===== src/rtl/piton_dcr_target_if.sv =====
// DCR write channel between the Piton DCR buffer and the Vortex responder.
// The buffer pops its entry on (valid && !busy).
interface piton_dcr_target_if #(
    parameter int AW = 8,
    parameter int DW = 32
);
    logic          dcr_wr_valid;
    logic [AW-1:0] dcr_wr_addr;
    logic [DW-1:0] dcr_wr_data;
    logic          dcr_busy;

    modport master (
        output dcr_wr_valid,
        output dcr_wr_addr,
        output dcr_wr_data,
        input  dcr_busy
    );

    modport slave (
        input  dcr_wr_valid,
        input  dcr_wr_addr,
        input  dcr_wr_data,
        output dcr_busy
    );
endinterface


===== src/rtl/piton_dcr_target.sv =====
// Vortex-side DCR write responder: register file, readback port,
// sticky unmapped-address capture and launch pulse.
module piton_dcr_target #(
    parameter int                           VX_DCR_ADDR_WIDTH = 8,
    parameter int                           VX_DCR_DATA_WIDTH = 32,
    parameter logic [VX_DCR_ADDR_WIDTH-1:0] DCR_BASE          = 8'h01,
    parameter int                           NUM_REGS          = 8,
    parameter int                           COMMIT_LAT        = 2
) (
    input  logic                         clk,
    input  logic                         rst,
    piton_dcr_target_if.slave            dcr,
    input  logic                         rd_valid,
    input  logic [$clog2(NUM_REGS)-1:0]  rd_idx,
    output logic                         rd_resp_valid,
    output logic [VX_DCR_DATA_WIDTH-1:0] rd_data,
    output logic                         cfg_launch,
    output logic                         err_unmapped,
    output logic [VX_DCR_ADDR_WIDTH-1:0] err_addr,
    input  logic                         err_clr,
    output logic [15:0]                  wr_count
);
    localparam int AW = VX_DCR_ADDR_WIDTH;
    localparam int DW = VX_DCR_DATA_WIDTH;
    localparam int IW = $clog2(NUM_REGS);

    typedef enum logic {IDLE, COMMIT} state_e;

    state_e        state_q, state_d;
    logic [3:0]    cnt_q, cnt_d;
    logic          busy_q, busy_d;
    logic [AW-1:0] addr_q, addr_d;
    logic [DW-1:0] data_q, data_d;
    logic [DW-1:0] regs_q [NUM_REGS];
    logic [DW-1:0] regs_d [NUM_REGS];
    logic          rd_resp_valid_q, rd_resp_valid_d;
    logic [DW-1:0] rd_data_q, rd_data_d;
    logic          launch_q, launch_d;
    logic          err_q, err_d;
    logic [AW-1:0] err_addr_q, err_addr_d;
    logic [15:0]   wr_count_q, wr_count_d;

    // One extra bit keeps addresses below DCR_BASE from wrapping into range
    logic [AW:0]   off;
    logic          mapped;
    logic [IW-1:0] idx;

    assign off    = {1'b0, addr_q} - {1'b0, DCR_BASE};
    assign mapped = !off[AW] && (off < (AW+1)'(NUM_REGS));
    assign idx    = off[IW-1:0];

    always_comb begin
        state_d         = state_q;
        cnt_d           = cnt_q;
        busy_d          = busy_q;
        addr_d          = addr_q;
        data_d          = data_q;
        regs_d          = regs_q;
        rd_resp_valid_d = rd_valid;
        rd_data_d       = rd_data_q;
        launch_d        = 1'b0;
        err_d           = err_q;
        err_addr_d      = err_addr_q;
        wr_count_d      = wr_count_q;

        if (rd_valid) begin
            rd_data_d = regs_q[rd_idx];
        end

        if (err_clr) begin
            err_d      = 1'b0;
            err_addr_d = '0;
        end

        unique case (state_q)
            IDLE: begin
                if (dcr.dcr_wr_valid && !busy_q) begin
                    state_d = COMMIT;
                    busy_d  = 1'b1;
                    cnt_d   = 4'(COMMIT_LAT);
                    addr_d  = dcr.dcr_wr_addr;
                    data_d  = dcr.dcr_wr_data;
                    if (wr_count_q != 16'hFFFF) begin
                        wr_count_d = wr_count_q + 16'd1;
                    end
                end
            end
            COMMIT: begin
                cnt_d = cnt_q - 4'd1;
                if (cnt_q == 4'd1) begin
                    state_d = IDLE;
                    busy_d  = 1'b0;
                    if (mapped) begin
                        regs_d[idx] = data_q;
                        launch_d    = (idx == IW'(NUM_REGS-1));
                    end else begin
                        err_d = 1'b1;
                        // First error since the last clear is kept
                        if (!err_q || err_clr) begin
                            err_addr_d = addr_q;
                        end
                    end
                end
            end
            default: state_d = IDLE;
        endcase
    end

    always_ff @(posedge clk or posedge rst) begin
        if (rst) begin
            state_q         <= IDLE;
            cnt_q           <= '0;
            busy_q          <= 1'b0;
            addr_q          <= '0;
            data_q          <= '0;
            for (int i = 0; i < NUM_REGS; i++) begin
                regs_q[i] <= '0;
            end
            rd_resp_valid_q <= 1'b0;
            rd_data_q       <= '0;
            launch_q        <= 1'b0;
            err_q           <= 1'b0;
            err_addr_q      <= '0;
            wr_count_q      <= '0;
        end else begin
            state_q         <= state_d;
            cnt_q           <= cnt_d;
            busy_q          <= busy_d;
            addr_q          <= addr_d;
            data_q          <= data_d;
            regs_q          <= regs_d;
            rd_resp_valid_q <= rd_resp_valid_d;
            rd_data_q       <= rd_data_d;
            launch_q        <= launch_d;
            err_q           <= err_d;
            err_addr_q      <= err_addr_d;
            wr_count_q      <= wr_count_d;
        end
    end

    assign dcr.dcr_busy  = busy_q;
    assign rd_resp_valid = rd_resp_valid_q;
    assign rd_data       = rd_data_q;
    assign cfg_launch    = launch_q;
    assign err_unmapped  = err_q;
    assign err_addr      = err_addr_q;
    assign wr_count      = wr_count_q;
endmodule


===== src/flat_wrapper.sv =====
// flat-port wrapper written by rule: the top's interface ports become plain ports
module piton_dcr_target_flat 
#(
    parameter int                           VX_DCR_ADDR_WIDTH = 8,
    parameter int                           VX_DCR_DATA_WIDTH = 32,
    parameter logic [VX_DCR_ADDR_WIDTH-1:0] DCR_BASE          = 8'h01,
    parameter int                           NUM_REGS          = 8,
    parameter int                           COMMIT_LAT        = 2
)
  (clk, rst, rd_valid, rd_idx, rd_resp_valid, rd_data, cfg_launch, err_unmapped, err_addr, err_clr, wr_count, dcr_dcr_wr_valid, dcr_dcr_wr_addr, dcr_dcr_wr_data, dcr_dcr_busy);
  piton_dcr_target_if #(.AW(8), .DW(32)) dcr_i ();
  input  logic clk;
  input  logic rst;
  input  logic rd_valid;
  input  logic [$clog2(NUM_REGS)-1:0] rd_idx;
  output logic rd_resp_valid;
  output logic [VX_DCR_DATA_WIDTH-1:0] rd_data;
  output logic cfg_launch;
  output logic err_unmapped;
  output logic [VX_DCR_ADDR_WIDTH-1:0] err_addr;
  input  logic err_clr;
  output logic [15:0] wr_count;
  input wire logic [$bits(dcr_i.dcr_wr_valid)-1:0] dcr_dcr_wr_valid;
  input wire logic [$bits(dcr_i.dcr_wr_addr)-1:0] dcr_dcr_wr_addr;
  input wire logic [$bits(dcr_i.dcr_wr_data)-1:0] dcr_dcr_wr_data;
  output wire logic [$bits(dcr_i.dcr_busy)-1:0] dcr_dcr_busy;
  assign dcr_i.dcr_wr_valid = dcr_dcr_wr_valid;
  assign dcr_i.dcr_wr_addr = dcr_dcr_wr_addr;
  assign dcr_i.dcr_wr_data = dcr_dcr_wr_data;
  assign dcr_dcr_busy = dcr_i.dcr_busy;
  piton_dcr_target #(.VX_DCR_ADDR_WIDTH(VX_DCR_ADDR_WIDTH), .VX_DCR_DATA_WIDTH(VX_DCR_DATA_WIDTH), .DCR_BASE(DCR_BASE), .NUM_REGS(NUM_REGS), .COMMIT_LAT(COMMIT_LAT)) u_core (.clk(clk), .rst(rst), .dcr(dcr_i), .rd_valid(rd_valid), .rd_idx(rd_idx), .rd_resp_valid(rd_resp_valid), .rd_data(rd_data), .cfg_launch(cfg_launch), .err_unmapped(err_unmapped), .err_addr(err_addr), .err_clr(err_clr), .wr_count(wr_count));
endmodule

===== config.mk =====
export PLATFORM = sky130hd
export DESIGN_NAME = piton_dcr_target_flat
export DESIGN_NICKNAME = d
export VERILOG_FILES = /design/src/rtl/piton_dcr_target_if.sv /design/src/rtl/piton_dcr_target.sv /design/src/flat_wrapper.sv
export SDC_FILE = /design/constraint.sdc
export NUM_CORES = 1
export LEC_CHECK = 0
export BUFFER_PORTS_ARGS = -buffer_cell sky130_fd_sc_hd__clkbuf_2
export CORE_MARGIN = 4
export CORE_UTILIZATION = 57
export CTS_CLUSTER_DIAMETER = 40
export DETAILED_ROUTE_END_ITERATION = 6
export HOLD_SLACK_MARGIN = 0.15
export PLACE_DENSITY = 0.82
export SLEW_MARGIN = 10
export SYNTH_ARGS = -nofsm -noshare
export SYNTH_HDL_FRONTEND = slang
export SYNTH_SLANG_ARGS = --single-unit
export TNS_END_PERCENT = 30

===== constraint.sdc =====
create_clock -name clk -period 15.31 [get_ports clk]
set_clock_uncertainty 0.2 [all_clocks]
set_input_delay 0.7655 -clock clk [delete_from_list [all_inputs] [get_ports clk]]
set_output_delay 0.7655 -clock clk [all_outputs]
set_load 0.005 [all_outputs]

; Word-level counts from Yosys, hierarchy flattened
; Index checks and enable logic that the tools add are counted.
[totals]
regBits = 361
latch_bits = 0
mem_bits_rw = 0
romBits = 0
in_bits = 48
output_inout_bits = 60
elab_cells = 71
mem_count = 0
[classes]
add_sub_neg = 3
n_mul = 0
n_div = 0
order_cmp = 4
eq_ne = 5
shift = 0
muxes = 26
bitwise = 3
n_reduce_logical = 11
[ops]
columns = operator, count
row1 = $bwmux W256, 1
row2 = $bmux W32 S3, 1
row3 = $demux W32 S3, 1
row4 = $mux W32, 3
row5 = $mux W8, 5
row6 = $add A16 B1 Y16 const B, 1
row7 = $ne A16 B16 Y1 const B, 1
row8 = $mux W1, 11
row9 = $lt A9 B4 Y1 const B, 1
row10 = $sub A8 B1 Y9 const B, 1
row11 = $ge A4 B4 Y1 const B, 2
row12 = $not A3 Y4, 2
row13 = $pmux W4 S2, 1
row14 = $reduce_and A3 Y1, 2
row15 = $eq A4 B1 Y1 const B, 1
row16 = $lt A4 B1 Y1 const B, 1
row17 = $mux W4, 1
row18 = $pmux W1 S2, 2
row19 = $reduce_and A2 Y1, 2
row20 = $sub A4 B1 Y4 const B, 1
row21 = $eq A3 B3 Y1 const B, 1
row22 = $logic_and A1 B1 Y1, 3
row23 = $logic_not A1 Y1, 3
row24 = $ne A2 B1 Y1 const B, 1
row25 = 3 further kinds, 3

; Logic depth before layout (Yosys ltp)
[depth]
depth_word = 7
depth_mapped = 9
depth_no_buf = 6

; Worst setup path after synthesis
; No wires, ideal clock.
[synth_timing]
kind = input -> register
startpoint = input rd_idx[0]
endpoint = register u_core.rd_data_q[31], in the netlist u_core.rd_data[31]
setup_ns = 0.137
arrival_time_ns = 2.211
required_time_ns = 14.973
path_slack_ns = 12.762
cell_stages = 5
n_path_buf = 2
cell_sequence = clkbuf_1 buf_1 mux4_2 mux2i_1 a21oi_1
[synth_via]
elab_chain_len = 4
[synth_lines]
columns = item, line
row1 = "start, declared", flat_wrapper.sv:15  ; input logic [$clog2(NUM_REGS)-1:0] rd_idx;
row2 = $not A3 Y4 (not written as such), piton_dcr_target.sv:67  ; rd_data_d = regs_q[rd_idx];
row3 = $bmux W32 S3, piton_dcr_target.sv:67
row4 = $mux W32 (not written as such) (2 in series), piton_dcr_target.sv:67
row5 = "end signal, assigned", piton_dcr_target.sv:133  ; rd_data_q <= rd_data_d;
row6 = "end, declared", piton_dcr_target.sv:37  ; logic [DW-1:0] rd_data_q, rd_data_d;
; No other way between the ends. The select of a mux whose other input is x is not followed.
; A chain may end at the register's enable or synchronous reset.

; Worst setup path in the final report
[layout_timing]
startpoint = register u_core.addr_q[0]
endpoint = register u_core.regs_q[87] in the netlist's numbering
[layout_via]
elab_chain_len = 7
word_cells_on_any_way = 12
cone_classes = add/sub (1) / order compare (3) / mux (3) / bitwise (1) / reduce/logical (4)
[layout_lines]
columns = item, line
row1 = "start, declared", piton_dcr_target.sv:32  ; logic [AW-1:0] addr_q, addr_d;
row2 = "start signal, assigned", piton_dcr_target.sv:129  ; addr_q <= addr_d;
row3 = $sub A8 B1 Y9 (*), piton_dcr_target.sv:48  ; assign off = {1'b0, addr_q} - {1'b0, DCR_BASE};
row4 = $not A3 Y4 (not written as such), piton_dcr_target.sv:94  ; regs_d[idx] = data_q;
row5 = $ge A4 B4 Y1 (not written as such) / $lt A4 B1 Y1 (equally long branches), piton_dcr_target.sv:94
row6 = $logic_and A1 B1 Y1 (not written as such), piton_dcr_target.sv:94
row7 = $mux W32 (not written as such), piton_dcr_target.sv:94
row8 = $demux W32 S3, piton_dcr_target.sv:94
row9 = $bwmux W256, piton_dcr_target.sv:94
row10 = "end signal, assigned", piton_dcr_target.sv:131  ; regs_q <= regs_d;
row11 = "end, declared", piton_dcr_target.sv:34  ; logic [DW-1:0] regs_q [NUM_REGS];
; Every way passes the cells marked *; elsewhere a longest branch is shown, timed or not.

==> metrics.txt <==
# TYPE chip_impl_metric gauge
chip_impl_metric{name="finish.net_count",unit=""} 1253
chip_impl_metric{name="gp_routability_congestion",unit=""} 0.785
chip_impl_metric{name="irDropWorstVdd",unit="µV"} 101
chip_impl_metric{name="die-area",unit="µm²"} 30300
chip_impl_metric{name="timing_hold_violations_final",unit=""} 0
chip_impl_metric{name="die_width",unit="µm"} 174
chip_impl_metric{name="timing.critical_path.required",unit="ns"} 15.52
chip_impl_info{name="timing.hold.worst.class",value="primary input to asynchronous set/reset pin"} 1
chip_impl_info{name="regToRegStartpoint",value="u_core.addr_q[0]"} 1
chip_impl_metric{name="detail_route.wl_per_cell",unit="µm"} 20.6
chip_impl_metric{name="dpl.hpwl",unit="mm"} 18.4
chip_impl_metric{name="syn_inst",unit=""} 1094
chip_impl_metric{name="grt_use_total",unit="%"} 21.9
chip_impl_metric{name="cts.path.max_buffers",unit=""} 3
chip_impl_metric{name="htree_levels",unit=""} 2
chip_impl_metric{name="grt_max_degree",unit=""} 138
chip_impl_metric{name="cp.buffers_inverters",unit=""} 2
chip_impl_info{name="rsz_0062_raised_after_global_routing",value="no"} 1
chip_impl_metric{name="drt_first_iter_violations",unit=""} 581
chip_impl_metric{name="drc",unit=""} 0
chip_impl_metric{name="placeableCoreArea",unit="µm²"} 27000
chip_impl_metric{name="maxCapViolations",unit=""} 0
chip_impl_metric{name="path_clk_slew",unit="ns"} 0.06
chip_impl_metric{name="timing.final.max_slew_violations",unit=""} 0
chip_impl_metric{name="effective_utilization_at_floorplan",unit="%"} 58.2
chip_impl_info{name="setup.worst_path.end_class",value="flop"} 1
chip_impl_metric{name="num-fill-cells",unit=""} 1900
chip_impl_metric{name="rr_worst_depth",unit=""} 7
chip_impl_metric{name="holdBufCountCts",unit=""} 0
chip_impl_metric{name="synth_enable_flop_cells",unit=""} 0
chip_impl_metric{name="seq_area_frac_synth",unit="%"} 57.4
chip_impl_metric{name="first_global_vias",unit=""} 10000
chip_impl_info{name="tritoncts",value="built"} 1
chip_impl_metric{name="setup.reg_to_reg.worst_slack",unit="ns"} 11.71
chip_impl_metric{name="final_cell_area",unit="µm²"} 18100
chip_impl_metric{name="cts.repair_timing.setup_buffer_count",unit=""} 0
chip_impl_metric{name="power_leakage",unit="nW"} 9.32
chip_impl_metric{name="port_buffers",unit=""} 107
chip_impl_metric{name="post_synth_instance_area",unit="µm²"} 15700
chip_impl_metric{name="synth_nets",unit=""} 1147
chip_impl_metric{name="dpl-instance-area",unit="µm²"} 16500
chip_impl_metric{name="power_density",unit="nW/µm²"} 152
chip_impl_metric{name="flow.area_growth_from_synthesis",unit="%"} 15.3
chip_impl_metric{name="grt_overflow_total",unit=""} 0
chip_impl_metric{name="pre_cts_ws",unit="ns"} 11.66
chip_impl_info{name="clockRootBuffer",value="sky130_fd_sc_hd__clkbuf_16"} 1
chip_impl_metric{name="clock_insertion_delay_worst_skew",unit="ns"} 0.54
chip_impl_info{name="layout.cells.most_common",value="sky130_fd_sc_hd__dfrtp_1"} 1
chip_impl_metric{name="post_synth.cell_area_avg",unit="µm²"} 14.4
chip_impl_info{name="worstSetupEndpoint",value="u_core.regs_q[87]"} 1
chip_impl_info{name="worst_path_cell_trace",value="inv_1, ha_1, ha_1, nor3b_1, nand4_1, buf_4, mux2_1"} 1
chip_impl_metric{name="post_layout_minimum_cycle_time",unit="ns"} 3.60
chip_impl_metric{name="cpPeakStageDelay",unit="ns"} 0.77
chip_impl_metric{name="post_route_cells_drive_above_1_share",unit="%"} 25.9
chip_impl_metric{name="final_util",unit="%"} 67.1
chip_impl_metric{name="cp_max_fo",unit=""} 21
chip_impl_metric{name="drt_pass1_iterations",unit=""} 4
chip_impl_metric{name="share_of_the_cycle_needed_by_the_critical_path_after_routing",unit="%"} 23.5
chip_impl_metric{name="arrival",unit="ns"} 3.81
chip_impl_metric{name="cp_num_cells",unit=""} 7
chip_impl_info{name="r2r_end",value="u_core.regs_q[87]"} 1
chip_impl_info{name="postSynth.topFlopCell",value="sky130_fd_sc_hd__dfrtp_1"} 1
chip_impl_info{name="timing.critical_path.from",value="u_core.addr_q[0]"} 1
chip_impl_metric{name="post_synth_cell_types",unit=""} 44
chip_impl_metric{name="detail-route-antenna-nets",unit=""} 0
chip_impl_metric{name="cts-buffers-inserted",unit=""} 45
chip_impl_info{name="cpLargestDelayFamily",value="simple AND/OR/NAND/NOR gates"} 1
chip_impl_metric{name="die_h",unit="µm"} 174
chip_impl_info{name="most-common-layout-cells",value="sky130_fd_sc_hd__dfrtp_1, sky130_fd_sc_hd__mux2_1, sky130_fd_sc_hd__nand2_1, sky130_fd_sc_hd__clkbuf_2, sky130_fd_sc_hd__mux4_2"} 1
chip_impl_metric{name="timing.fmax",unit="MHz"} 278
chip_impl_info{name="cpMostUsedCell",value="sky130_fd_sc_hd__ha_1"} 1
chip_impl_metric{name="timing.max_slew.rel_slack",unit="%"} 21.8
chip_impl_info{name="worst_setup_path_start_kind",value="flop"} 1
chip_impl_metric{name="route.detailed.vias_per_inst",unit=""} 5.83
chip_impl_metric{name="worstMarginPinSlew",unit="ns"} 1.17
chip_impl_metric{name="share_of_flip_flops_with_an_asynchronous_set_or_reset",unit="%"} 100
chip_impl_metric{name="drt-total-wl",unit="mm"} 32.5
chip_impl_metric{name="diodes",unit=""} 0
chip_impl_metric{name="final-setup-viol-count",unit=""} 0
chip_impl_metric{name="final.setup.tns",unit="ns"} 0
chip_impl_metric{name="yosys_warnings",unit=""} 0
chip_impl_metric{name="final_critical_path_setup_slack",unit="ns"} 11.71
chip_impl_metric{name="synth-seq-cells",unit=""} 361
chip_impl_metric{name="vias",unit=""} 9192
chip_impl_metric{name="cts.sink_count",unit=""} 361
chip_impl_metric{name="placementRows",unit=""} 60
chip_impl_metric{name="post_cts_resize_count",unit=""} 0
chip_impl_metric{name="io-pin-count",unit=""} 108
chip_impl_info{name="status",value="completed"} 1
chip_impl_info{name="critical-path-slowest-cell",value="sky130_fd_sc_hd__nand4_1"} 1
chip_impl_metric{name="wire_length_of_the_first_global_routing_pass",unit="mm"} 53.8
chip_impl_info{name="setup.worst_path.class",value="flop to flop"} 1
chip_impl_metric{name="grt_antenna_before_repair",unit=""} 0
metrics by stage:
stage	std cells	hold WS [ns]	total power, mW
finish	1577	0.204	2.75
global route	1577	0.208	2.89
CTS	1577	0.200	2.77
detailed placement	1494	0.273	1.65
global placement	1494	0.262	1.62
floorplan	1094	0.252	1.51
per-layer routing:
metal  vias to the layer above  wire length (µm)  track usage [%]
li1                       4153                 -                -
met1                      4820             14300             30.2
met2                       175             16300             36.9
met3                        44              1230             4.00
met4                         0               561             5.25
met5                         -                 0                0
final cells by class:
cell class / instances / area (µm²) / area share (%)
clock buffer: 56 / 1260 / 6.95
clock inverter: 27 / 344 / 1.90
inverter: 21 / 86.3 / 0.476
multi-input combinational: 647 / 6320 / 34.9
sequential: 361 / 9030 / 49.8
tap: 341 / 427 / 2.35
timing repair buffer: 124 / 666 / 3.67
state kept, by name, indices dropped and copies added (netlist names):
signal and flops:
u_core.state_q 1, u_core.err_addr 8, u_core.addr_q 8, u_core.regs_q 256, u_core.cnt_q 4, u_core.rd_resp_valid 1, u_core.cfg_launch 1, u_core.dcr.dcr_busy 1
u_core.rd_data 32, u_core.wr_count 16, u_core.data_q 32, u_core.err_unmapped 1
worst min-delay path by stage:
stage / startpoint / endpoint / slack (ns) / depth (start not counted)
after floorplan: u_core.regs_q[160] / u_core.regs_q[160] / 0.25 / 1
after global placement: u_core.regs_q[166] / u_core.regs_q[166] / 0.26 / 1
after detailed placement: u_core.regs_q[179] / u_core.regs_q[179] / 0.27 / 1
after CTS: dcr_dcr_wr_data[29] / u_core.data_q[29] / 0.20 / 3
after global routing: dcr_dcr_wr_data[29] / u_core.data_q[29] / 0.21 / 3
final: rst / u_core.wr_count[6] / 0.20 / 2
logic make-up after synthesis:
family / share of synthesized area, %
buffers and inverters: 2.53
DFF: 57.4
AOI/OAI and AO/OA: 2.50
muxes: 30.4
adders and majority gates: 0.398
and+or+nand+nor: 5.97
xor gates and xnor gates: 0.835
where the power goes:
part	internal, mW	switching, mW	leakage [nW]
registers	1.11	0.167	4.90
clock network	0.693	0.416	0.775
logic	0.180	0.184	3.64
total	1.98	0.767	9.32
Yosys cell counts, types with 2 or more instances:
cell	n	area share [%]
sky130_fd_sc_hd__buf_2	36	1.1
sky130_fd_sc_hd__buf_1	8	0.19
sky130_fd_sc_hd__nor4_1	3	0.12
sky130_fd_sc_hd__a21oi_1	37	1.2
sky130_fd_sc_hd__nand3_1	7	0.22
sky130_fd_sc_hd__xor2_1	10	0.56
sky130_fd_sc_hd__o32ai_1	8	0.45
sky130_fd_sc_hd__and4_1	3	0.17
sky130_fd_sc_hd__xnor2_1	5	0.28
sky130_fd_sc_hd__o21ai_0	10	0.32
sky130_fd_sc_hd__mux4_2	64	9.2
sky130_fd_sc_hd__and2_1	2	0.079
sky130_fd_sc_hd__nand4_1	14	0.56
sky130_fd_sc_hd__nor2b_1	2	0.079
sky130_fd_sc_hd__dfrtp_1	361	57
sky130_fd_sc_hd__clkbuf_1	17	0.41
sky130_fd_sc_hd__inv_1	21	0.50
sky130_fd_sc_hd__nor4_2	2	0.16
sky130_fd_sc_hd__and3_1	2	0.079
sky130_fd_sc_hd__nor3_1	5	0.16
sky130_fd_sc_hd__nor2_1	41	0.98
sky130_fd_sc_hd__o21ai_1	2	0.064
sky130_fd_sc_hd__mux2_1	212	15
sky130_fd_sc_hd__ha_1	5	0.40
sky130_fd_sc_hd__mux2i_1	32	2.0
sky130_fd_sc_hd__mux2_2	16	1.1
sky130_fd_sc_hd__a211oi_1	3	0.14
sky130_fd_sc_hd__nand2_1	116	2.8
sky130_fd_sc_hd__nor3b_1	3	0.14
sky130_fd_sc_hd__mux2_4	30	2.9
sky130_fd_sc_hd__buf_6	4	0.29
(Power assumes the default switching activity.)
